===== src/rtl/srv_icache_sa.sv =====
// Set-associative L1 instruction cache with tree-PLRU replacement, refill FSM and fence.i invalidation.
// Optional hit/miss counters are enabled by defining SRV_ICACHE_PERF_EN.
module srv_icache_sa #(
  parameter int NSETS      = 8,
  parameter int NWAYS      = 4,
  parameter int LINE_WORDS = 4
) (
  input  logic                      clk,
  input  logic                      rst_n,
  input  logic                      im_req_i,
  input  logic [31:0]               im_addr_i,
  output logic [31:0]               im_data_o,
  output logic                      im_drdy_o,
  input  logic                      inv_i,
  output logic [31:0]               ext_addr_o,
  output logic                      ext_req_o,
  input  logic                      ext_rsp_i,
  input  logic [32*LINE_WORDS-1:0]  ext_data_i,
  output logic [31:0]               perf_hit_o,
  output logic [31:0]               perf_miss_o
);

  localparam int OFFS_W = $clog2(LINE_WORDS) + 2;
  localparam int IDX_W  = $clog2(NSETS);
  localparam int TAG_W  = 32 - IDX_W - OFFS_W;
  localparam int WAY_W  = $clog2(NWAYS);
  localparam int SET_W  = (IDX_W > 0) ? IDX_W : 1;
  localparam int WORD_W = (LINE_WORDS > 1) ? $clog2(LINE_WORDS) : 1;

  typedef enum logic [1:0] {IDLE, LOOKUP, REFILL, RESP} state_e;

  state_e                    state_q, state_d;
  logic [31:0]               req_addr_q, req_addr_d;
  logic [31:0]               rdata_q, rdata_d;
  logic                      ext_req_q, ext_req_d;
  logic [31:0]               ext_addr_q, ext_addr_d;
  logic                      inv_pend_q, inv_pend_d;

  logic [NSETS-1:0][NWAYS-1:0] valid_q;
  logic [NSETS-1:0][NWAYS-2:0] plru_q;
  logic [TAG_W-1:0]            tag_q  [NSETS][NWAYS];
  logic [32*LINE_WORDS-1:0]    line_q [NSETS][NWAYS];

  logic [SET_W-1:0]  set_idx;
  logic [WORD_W-1:0] word_idx;
  logic [TAG_W-1:0]  req_tag;
  logic [NWAYS-1:0]  hit_vec;
  logic              hit;
  logic [WAY_W-1:0]  hit_way;
  logic [31:0]       hit_word;
  logic              inv_found;
  logic [WAY_W-1:0]  inv_way;
  logic [WAY_W-1:0]  victim;
  logic              drdy;
  logic [31:0]       rdata_out;
  logic              clear_all;
  logic              hit_upd;
  logic              fill;
  logic              unused_addr_bits;

  // Each node on the accessed way's path is set to point at the other subtree.
  function automatic logic [NWAYS-2:0] plru_touch(input logic [NWAYS-2:0] bits,
                                                  input logic [WAY_W-1:0] way);
    logic [NWAYS-2:0] res;
    int               n;
    res = bits;
    n   = 0;
    for (int l = 0; l < WAY_W; l++) begin
      res[n] = ~way[WAY_W-1-l];
      n      = 2 * n + 1 + (way[WAY_W-1-l] ? 1 : 0);
    end
    return res;
  endfunction

  function automatic logic [WAY_W-1:0] plru_victim(input logic [NWAYS-2:0] bits);
    logic [WAY_W-1:0] v;
    int               n;
    v = '0;
    n = 0;
    for (int l = 0; l < WAY_W; l++) begin
      v[WAY_W-1-l] = bits[n];
      n            = 2 * n + 1 + (bits[n] ? 1 : 0);
    end
    return v;
  endfunction

  assign unused_addr_bits = ^req_addr_q[1:0];

  always_comb begin
    set_idx   = (NSETS > 1) ? req_addr_q[OFFS_W +: SET_W] : '0;
    word_idx  = (LINE_WORDS > 1) ? req_addr_q[2 +: WORD_W] : '0;
    req_tag   = req_addr_q[31 -: TAG_W];
    hit       = 1'b0;
    hit_way   = '0;
    inv_found = 1'b0;
    inv_way   = '0;
    for (int w = NWAYS - 1; w >= 0; w--) begin
      hit_vec[w] = valid_q[set_idx][w] && (tag_q[set_idx][w] == req_tag);
      if (hit_vec[w]) begin
        hit     = 1'b1;
        hit_way = WAY_W'(w);
      end
      if (!valid_q[set_idx][w]) begin
        inv_found = 1'b1;
        inv_way   = WAY_W'(w);
      end
    end
    hit_word = line_q[set_idx][hit_way][32*word_idx +: 32];
    victim   = inv_found ? inv_way : plru_victim(plru_q[set_idx]);
  end

  // Request FSM: hits answer combinationally from LOOKUP, misses go through REFILL and RESP.
  always_comb begin
    state_d    = state_q;
    req_addr_d = req_addr_q;
    rdata_d    = rdata_q;
    ext_req_d  = ext_req_q;
    ext_addr_d = ext_addr_q;
    inv_pend_d = inv_pend_q;
    drdy       = 1'b0;
    rdata_out  = rdata_q;
    clear_all  = 1'b0;
    hit_upd    = 1'b0;
    fill       = 1'b0;
    case (state_q)
      IDLE: begin
        clear_all = inv_i;
        if (im_req_i) begin
          req_addr_d = im_addr_i;
          state_d    = LOOKUP;
        end
      end
      LOOKUP: begin
        if (inv_i) inv_pend_d = 1'b1;
        if (hit) begin
          drdy      = 1'b1;
          rdata_out = hit_word;
          rdata_d   = hit_word;
          hit_upd   = 1'b1;
          if (inv_pend_q || inv_i) begin
            clear_all  = 1'b1;
            inv_pend_d = 1'b0;
          end
          if (im_req_i) begin
            req_addr_d = im_addr_i;
            state_d    = LOOKUP;
          end else begin
            state_d = IDLE;
          end
        end else begin
          ext_req_d  = 1'b1;
          ext_addr_d = {req_addr_q[31:OFFS_W], {OFFS_W{1'b0}}};
          state_d    = REFILL;
        end
      end
      REFILL: begin
        if (inv_i) inv_pend_d = 1'b1;
        if (ext_rsp_i) begin
          fill      = 1'b1;
          ext_req_d = 1'b0;
          rdata_d   = ext_data_i[32*word_idx +: 32];
          state_d   = RESP;
        end
      end
      RESP: begin
        drdy = 1'b1;
        if (inv_pend_q || inv_i) begin
          clear_all  = 1'b1;
          inv_pend_d = 1'b0;
        end
        if (im_req_i) begin
          req_addr_d = im_addr_i;
          state_d    = LOOKUP;
        end else begin
          state_d = IDLE;
        end
      end
      default: state_d = IDLE;
    endcase
  end

  always_ff @(posedge clk or negedge rst_n) begin
    if (!rst_n) begin
      state_q    <= IDLE;
      req_addr_q <= '0;
      rdata_q    <= '0;
      ext_req_q  <= 1'b0;
      ext_addr_q <= '0;
      inv_pend_q <= 1'b0;
    end else begin
      state_q    <= state_d;
      req_addr_q <= req_addr_d;
      rdata_q    <= rdata_d;
      ext_req_q  <= ext_req_d;
      ext_addr_q <= ext_addr_d;
      inv_pend_q <= inv_pend_d;
    end
  end

  // Invalidation takes priority over any same-cycle PLRU or valid update.
  always_ff @(posedge clk or negedge rst_n) begin
    if (!rst_n) begin
      valid_q <= '0;
      plru_q  <= '0;
    end else if (clear_all) begin
      valid_q <= '0;
      plru_q  <= '0;
    end else begin
      if (hit_upd) plru_q[set_idx] <= plru_touch(plru_q[set_idx], hit_way);
      if (fill) begin
        valid_q[set_idx][victim] <= 1'b1;
        plru_q[set_idx]          <= plru_touch(plru_q[set_idx], victim);
      end
    end
  end

  always_ff @(posedge clk) begin
    if (fill) begin
      tag_q[set_idx][victim]  <= req_tag;
      line_q[set_idx][victim] <= ext_data_i;
    end
  end

`ifdef SRV_ICACHE_PERF_EN
  logic [31:0] perf_hit_q, perf_miss_q;

  always_ff @(posedge clk or negedge rst_n) begin
    if (!rst_n) begin
      perf_hit_q  <= '0;
      perf_miss_q <= '0;
    end else if (inv_i) begin
      perf_hit_q  <= '0;
      perf_miss_q <= '0;
    end else if (state_q == LOOKUP) begin
      if (hit) perf_hit_q  <= perf_hit_q + 32'd1;
      else     perf_miss_q <= perf_miss_q + 32'd1;
    end
  end

  assign perf_hit_o  = perf_hit_q;
  assign perf_miss_o = perf_miss_q;
`else
  assign perf_hit_o  = '0;
  assign perf_miss_o = '0;
`endif

  assign im_drdy_o  = drdy;
  assign im_data_o  = rdata_out;
  assign ext_req_o  = ext_req_q;
  assign ext_addr_o = ext_addr_q;

endmodule


===== config.mk =====
export PLATFORM = sky130hd
export DESIGN_NAME = srv_icache_sa
export DESIGN_NICKNAME = d
export VERILOG_FILES = /design/src/rtl/srv_icache_sa.sv
export SDC_FILE = /design/constraint.sdc
export NUM_CORES = 2
export LEC_CHECK = 0
export CAP_MARGIN = 10
export CELL_PAD_IN_SITES_DETAIL_PLACEMENT = 1
export CELL_PAD_IN_SITES_GLOBAL_PLACEMENT = 1
export CORE_MARGIN = 5
export CORE_UTILIZATION = 49
export CTS_CLUSTER_DIAMETER = 200
export CTS_CLUSTER_SIZE = 25
export DETAILED_ROUTE_END_ITERATION = 10
export GPL_ROUTABILITY_DRIVEN = 0
export HOLD_SLACK_MARGIN = 0.05
export PLACE_DENSITY_LB_ADDON = 0.12
export SETUP_SLACK_MARGIN = 0.1
export SYNTH_ARGS = -nofsm -noshare
export SYNTH_HDL_FRONTEND = slang
export SYNTH_MEMORY_MAX_BITS = 65536
export SYNTH_SLANG_ARGS = --single-unit

===== constraint.sdc =====
create_clock -name clk -period 11.6 [get_ports clk]
set_clock_uncertainty 0.2 [all_clocks]
set_input_delay 3.48 -clock clk [delete_from_list [all_inputs] [get_ports clk]]
set_output_delay 3.48 -clock clk [all_outputs]
set_load 0.01 [all_outputs]

# ---- After elaboration in Yosys (flattened, before gate mapping)
# Memory sizes are Yosys's and may differ from the RTL's.
# Cells that the tools add are included.
dict set report classes {
  shifts 2
  n_reduce_logical 22
  div 0
  add_sub_neg 3
  bitwise_logic 8
  eq_ne 12
  n_mux 85
  magnitude_cmp 12
  n_mul 0
}
# operator count
set ops {}
lappend ops {{512-bit 2-to-1 mux} 1}
lappend ops {{128-bit 2-to-1 mux} 3}
lappend ops {{128-bit binary-select mux with 2-bit select} 1}
lappend ops {{128-bit demux with 2-bit select} 1}
lappend ops {{128-bit by 8-bit indexed part select with 32-bit output} 2}
lappend ops {{32-bit 2-to-1 mux} 7}
lappend ops {{32-bit one-hot mux with 2 select lines} 2}
lappend ops {{25-bit equality test} 4}
lappend ops {{100-bit 2-to-1 mux} 1}
lappend ops {{24-bit 2-to-1 mux} 4}
lappend ops {{25-bit demux with 2-bit select} 1}
lappend ops {{24-bit bitwise mux} 2}
lappend ops {{32-bit OR} 1}
lappend ops {{1-bit 2-to-1 mux} 30}
lappend ops {{25-bit 2-to-1 mux} 1}
lappend ops {{2-bit 2-to-1 mux} 12}
lappend ops {{4-bit binary-select mux with 3-bit select} 1}
lappend ops {{4-bit demux with 3-bit select} 1}
lappend ops {{2-bit by 3-bit < comparator with 1-bit output, second input constant} 4}
lappend ops {{2-bit inequality test, second input constant} 5}
lappend ops {{2-bit AND reduction} 5}
lappend ops {{3-bit binary-select mux with 3-bit select} 1}
lappend ops {{3-bit demux with 3-bit select} 1}
lappend ops {{1-bit logical AND} 9}
lappend ops {{other kinds (24)} 44}
dict set report totals {
  mem_count 2
  elab_cells 168
  register_bits 152
  ramBits 4896
  rom_bits 0
  latchBits 0
}
# name depth width read_ports rd_ports_with_merged_regs write_ports line_no
set mem_list {}
lappend mem_list {line_q 8 512 1 0 1 42} ;# logic [32*LINE_WORDS-1:0] line_q [NSETS][NWAYS];
lappend mem_list {tag_q 8 100 1 0 1 41} ;# logic [TAG_W-1:0] tag_q [NSETS][NWAYS];

# ---- Logic depth before layout (Yosys ltp)
dict set report depth {
  word_depth 20
  mapped_depth 26
  ltp_nobuf 12
}

# ---- Least setup slack after synthesis
# Ideal clock, no wire load.
dict set report synth_path {
  path_kind {input port to flip-flop}
  start {input ext_rsp_i}
  end {memory line_q[6][128] (netlist bit) (enable)}
  arrival_ns 10.849
  setup_slack_ns -0.119
  setup_time_ns 0.670
  cell_stages 6
  cell_sequence {clkbuf_1 > and2_1 > clkbuf_1 > clkbuf_1 > nand2_1 > nor2_1}
}
dict set report synth_via {
  elab_chain_len 4
}
# element line_no
set synth_lines {}
lappend synth_lines {{start: declaration} 17} ;# input logic ext_rsp_i,
lappend synth_lines {{1-bit 2-to-1 mux} 158} ;# if (ext_rsp_i) begin
lappend synth_lines {{1-bit 2-to-1 mux} 125} ;# case (state_q)
lappend synth_lines {{1-bit 2-to-1 mux} 218} ;# if (fill) begin
lappend synth_lines {{512-bit 2-to-1 mux (implied by the code)} 220} ;# line_q[set_idx][victim] <= ext_data_i;
lappend synth_lines {{end: declaration} 42}
# No other way between the ends.

# ---- Worst setup path after layout
dict set report layout_path {
  start {register req_addr_q[4]}
  end {output im_data_o[25]}
}
dict set report layout_via {
  elab_chain_len 14
}
# element line_no
set layout_lines {}
lappend layout_lines {{start: declaration} 33} ;# logic [31:0] req_addr_q, req_addr_d;
lappend layout_lines {{start signal: assignment} 192} ;# req_addr_q <= req_addr_d;
lappend layout_lines {{memory read 8 x 100 bit or 4-bit binary-select mux with 3-bit select (tied branches)} -}
lappend layout_lines {{25-bit equality test or 4-bit 2-to-1 mux (tied branches)} 98} ;# hit_vec[w] = valid_q[set_idx][w] && (tag_q[set_idx][w] == req_tag);
lappend layout_lines {{1-bit logical AND} 98}
lappend layout_lines {{2-bit 2-to-1 mux (4 in series)} 99} ;# if (hit_vec[w]) begin
lappend layout_lines {{2-bit inverter with 3-bit output (implied by the code)} 108} ;# hit_word = line_q[set_idx][hit_way][32*word_idx +: 32];
lappend layout_lines {{128-bit binary-select mux with 2-bit select} 108}
lappend layout_lines {{128-bit 2-to-1 mux (implied by the code) (2 in series)} 108}
lappend layout_lines {{128-bit by 8-bit indexed part select with 32-bit output} 108}
lappend layout_lines {{32-bit 2-to-1 mux (*)} -}
lappend layout_lines {{32-bit 2-to-1 mux (*)} 125}
lappend layout_lines {{end: declaration} 12} ;# output logic [31:0] im_data_o,
# Every way passes the cells marked *; elsewhere a longest branch is shown, timed or not. The select of a mux whose other input is x is not followed.

==> impl_metrics.csv <==
group,metric,value,unit
timing,finalCriticalPeriod,11440,ps
hold_path,holdPathStages,1,
worst_setup_path,rr_endpoint,"line_q[5][200]",
floorplanning,rows,228,
clock_network,cts_sinks,5046,
floorplanning,die_area,0.399,mm^2
drt,drt_iter0_markers,17600,
global_route,first_global_vias,113000,
timing,final.setup.tns,0,ps
flow_run,maxCapViolations,0,
timing,fin_ws,156,ps
logic_synthesis,ys_async_sr_fraction,0.0297,
placed_design,dp_hpwl,355000,um
global_route,grt_pass1_wl,913000,um
floorplanning,ios,295,
pwr,p_int,29100,uW
pwr,clkPwrFrac,0.207,
worst_setup_path,worstSetupPathType,"flop to output pin",
worst_setup_path,required,7920,ps
pwr,seqPwrFrac,0.472,
logic_synthesis,ys_types,99,
worst_setup_path,rrSetupSlack,4720,ps
worst_setup_path,timing.rr.start,"req_addr_q[5]",
logic_synthesis,synth_edf_count,4896,
run_status,status,"complete, no violations",
pwr,p_sw,15500,uW
clock_network,ctsHoldBuffers,0,
clock_network,clockBufferDepth,4,
clock_network,clk-insertion-delay-late,990,ps
logic_synthesis,ys_warn_count,0,
pwr,comb_power_share,0.320,
placed_design,portBuffers,224,
drt,routedWlPerCell,41.5,um
worst_setup_path,crit_path_end_kind,"output pin",
timing,tightest_slew,1360,ps
logic_synthesis,synth.ff_latch_count,5046,
timing,slew_violations,0,
clock_network,clkTransAtPathRegs,100,ps
clock_network,h-tree-depth,4,
cells_and_area,syn2layout_area_growth,9.53,%
global_route,track_usage,0.325,
timing,slew_headroom,0.0837,
drt,vias_per_cell,7.05,
timing,fmax,0.0874,GHz
global_route,gr-total-overflow,0,
pwr,switching_share,0.347,
drt,vias,113000,
worst_setup_path,startpoint_type,"flop",
hold_path,worstHoldStart,"valid_q[21]",
logic_synthesis,yosysSeqAreaShare,0.796,
drt,firstDrtPassIters,7,
timing,period_share,0.987,
floorplanning,initial_core_util,0.491,
pwr,p_per_area,215,mW/mm^2
cells_and_area,finalNetCount,10900,
logic_synthesis,syn_area,0.189,mm^2
floorplanning,dieHeight,632,um
global_route,antenna_found_initial,58,
pwr,ir_drop,0.000198,V
drt,ant_nets,0,
pwr,cellLeakagePower,0.0635,uW
logic_synthesis,synthCells,10400,
clock_network,cts_tree,"yes",
drt,drc_errors,0,
logic_synthesis,avgSynthCellArea,18.2,um^2
logic_synthesis,synth_flop_cell,"edfxtp_1",
hold_path,hp-class,"flop to flop",
worst_setup_path,crit_fanout,35,
cells_and_area,drive_above_1_share,0.111,
clock_network,cts_made_buffers,223,
floorplanning,core_region_area,0.385,mm^2
clock_network,cts-root-buf,"clkbuf_16",
drt,drt-total-wl,666000,um
timing,rsz0062_at_grt,"false",
worst_setup_path,arrival,7760,ps
floorplanning,die_x,632,um
global_route,grt_max_degree,110,
timing,finalHoldViolCount,0,
worst_setup_path,reg2reg_depth,14,
placed_design,dpl_worst_slack,836,ps
timing,setup_viol,0,
hold_path,hold_end,"valid_q[21]",
## layout by cell type (no fill, tap or decap), drive strengths merged, types with 47 or more instances in the layout
| master | n |
|---|---|
| a211oi | 47 |
| a21oi | 144 |
| a221oi | 292 |
| a222oi | 53 |
| a22o | 252 |
| a22oi | 1499 |
| a31oi | 63 |
| and3 | 76 |
| buf | 612 |
| clkbuf | 337 |
| clkdlybuf4s50 | 215 |
| conb | 68 |
| dfrtp | 150 |
| edfxtp | 4896 |
| mux2 | 160 |
| mux2i | 228 |
| mux4 | 123 |
| nand2 | 228 |
| nand3 | 124 |
| nand4 | 351 |
| nor2 | 157 |
| nor3 | 52 |
| o211ai | 55 |
| o21ai | 148 |
| o22ai | 54 |
## repair_timing
action | in CTS | in global routing
pin swaps | 0 | 1
resized for setup | 2 | 6
setup endpoints to repair | 23 | 10
hold endpoints to repair | 0 | 0
setup buffers | 2 | 8
## critical path, cell delays in order (launching register included)
cell and delay, ps:
dfrtp_4 690, buf_4 290, mux4_2 530, mux2i_1 290, xnor2_1 250, o21bai_1 230
or4_1 480, or4_1 810, a222oi_1 530, buf_4 260, buf_12 310, o211ai_1 200
and3_1 350, a311o_1 420, o21ai_1 350, buf_4 190, clkdlybuf4s50_1 550
## power groups by stage
stage | Combinational, uW | Clock [uW] | Sequential [uW]
3_3_place_gp | 13600 | 0 | 21500
4_1_cts | 14000 | 9320 | 21100
3_5_place_dp | 13900 | 0 | 21500
2_1_floorplan | 7560 | 0 | 21500
5_1_grt | 14800 | 10000 | 21100
6_report | 14300 | 9230 | 21100
## cells by family after synthesis
group | synth area share
AO/OA/AOI/OAI | 0.113
XOR/XNOR | 0.00310
adder cells (fa/ha/maj) | 0.000330
buffers and inverters | 0.0188
flip-flops | 0.796
multiplexers | 0.0363
other | 0.0000198
AND/OR/NAND/NOR | 0.0325
## routing by layer
| metal | share of wire | track usage | routed length [um] | vias up |
|---|---|---|---|---|
| met5 | 0.00029 | 0 | 190 | - |
| met4 | 0.042 | 0.117 | 28000 | 28 |
| met3 | 0.11 | 0.0563 | 71100 | 1179 |
| met2 | 0.46 | 0.512 | 308000 | 7263 |
| met1 | 0.39 | 0.460 | 259000 | 60800 |
| li1 | - | - | - | 43900 |
## synthesized netlist by cell type, types with 11 or more instances
master | instances | area, um^2
a22o_1 | 252 | 2210
nor2b_1 | 25 | 156
buf_2 | 50 | 250
xor2_1 | 27 | 236
nor4_1 | 27 | 169
mux2i_1 | 228 | 2280
clkbuf_1 | 416 | 1560
o31ai_1 | 25 | 188
nand2_1 | 228 | 856
a22oi_1 | 1498 | 11200
o211ai_1 | 54 | 405
inv_1 | 15 | 56.3
buf_1 | 188 | 706
a222oi_1 | 53 | 531
o21ai_1 | 30 | 150
edfxtp_1 | 4896 | 147000
nand3_1 | 124 | 621
o22ai_1 | 54 | 338
nand4_1 | 351 | 2200
o21a_1 | 28 | 210
a211oi_1 | 46 | 345
and2_1 | 20 | 125
o21ai_0 | 117 | 586
a21oi_1 | 144 | 721
and4_1 | 14 | 123
mux4_2 | 120 | 2700
nor3_1 | 52 | 260
xnor2_1 | 40 | 350
mux2_2 | 137 | 1540
and3_1 | 76 | 475
a221oi_1 | 291 | 2550
a31oi_1 | 63 | 394
buf_4 | 94 | 706
dfrtp_1 | 150 | 3750
nor2_1 | 156 | 586
nand2b_1 | 12 | 75.1
mux2_1 | 23 | 259
buf_6 | 19 | 214
a21o_1 | 35 | 263
o31a_1 | 11 | 96.3
## worst max-delay path by stage
stage	startpoint	to	depth (start not counted)	slack, ps
final	req_addr_q[4]	im_data_o[25]	16	160
after global routing	req_addr_q[5]	im_data_o[16]	18	100
after CTS	req_addr_q[5]	im_data_o[25]	19	10
after detailed placement	req_addr_q[5]	im_data_o[25]	19	840
after global placement	req_addr_q[5]	im_data_o[25]	19	840
after floorplan	ext_rsp_i	line_q[6][128]	6	-120
## flip-flops by register name, indices dropped and copies added, names as in the netlist, named ones only
register and cells:
tag_q 800, plru_q 24, ext_addr_o 28, line_q 4096, valid_q 32, inv_pend_q 1
ext_req_o 1, rdata_q 32, req_addr_q 30, state_q 1
## layout make-up
type	instances	area, um^2
Fill cell	34100	178000
Sequential cell	5046	151000
Multi-Input combinational cell	4618	35700
Timing Repair Buffer	828	8010
Tap cell	5175	6470
Clock buffer	337	6110
Clock inverter	6	92.6
Inverter	20	76.3
Antenna cell	30	75.1
## stage by stage
step	instance area (um^2)	power (uW)	instances	hold WS [ps]	utilization
2_1_floorplan	190000	29100	10500	244	-
3_3_place_gp	201000	35100	15700	253	0.521
3_5_place_dp	201000	35400	15700	262	0.521
4_1_cts	207000	44300	16000	285	0.537
5_1_grt	207000	45900	16000	300	0.538
6_report	207000	44600	16100	282	0.538
Power figures use the tool's default switching activity.
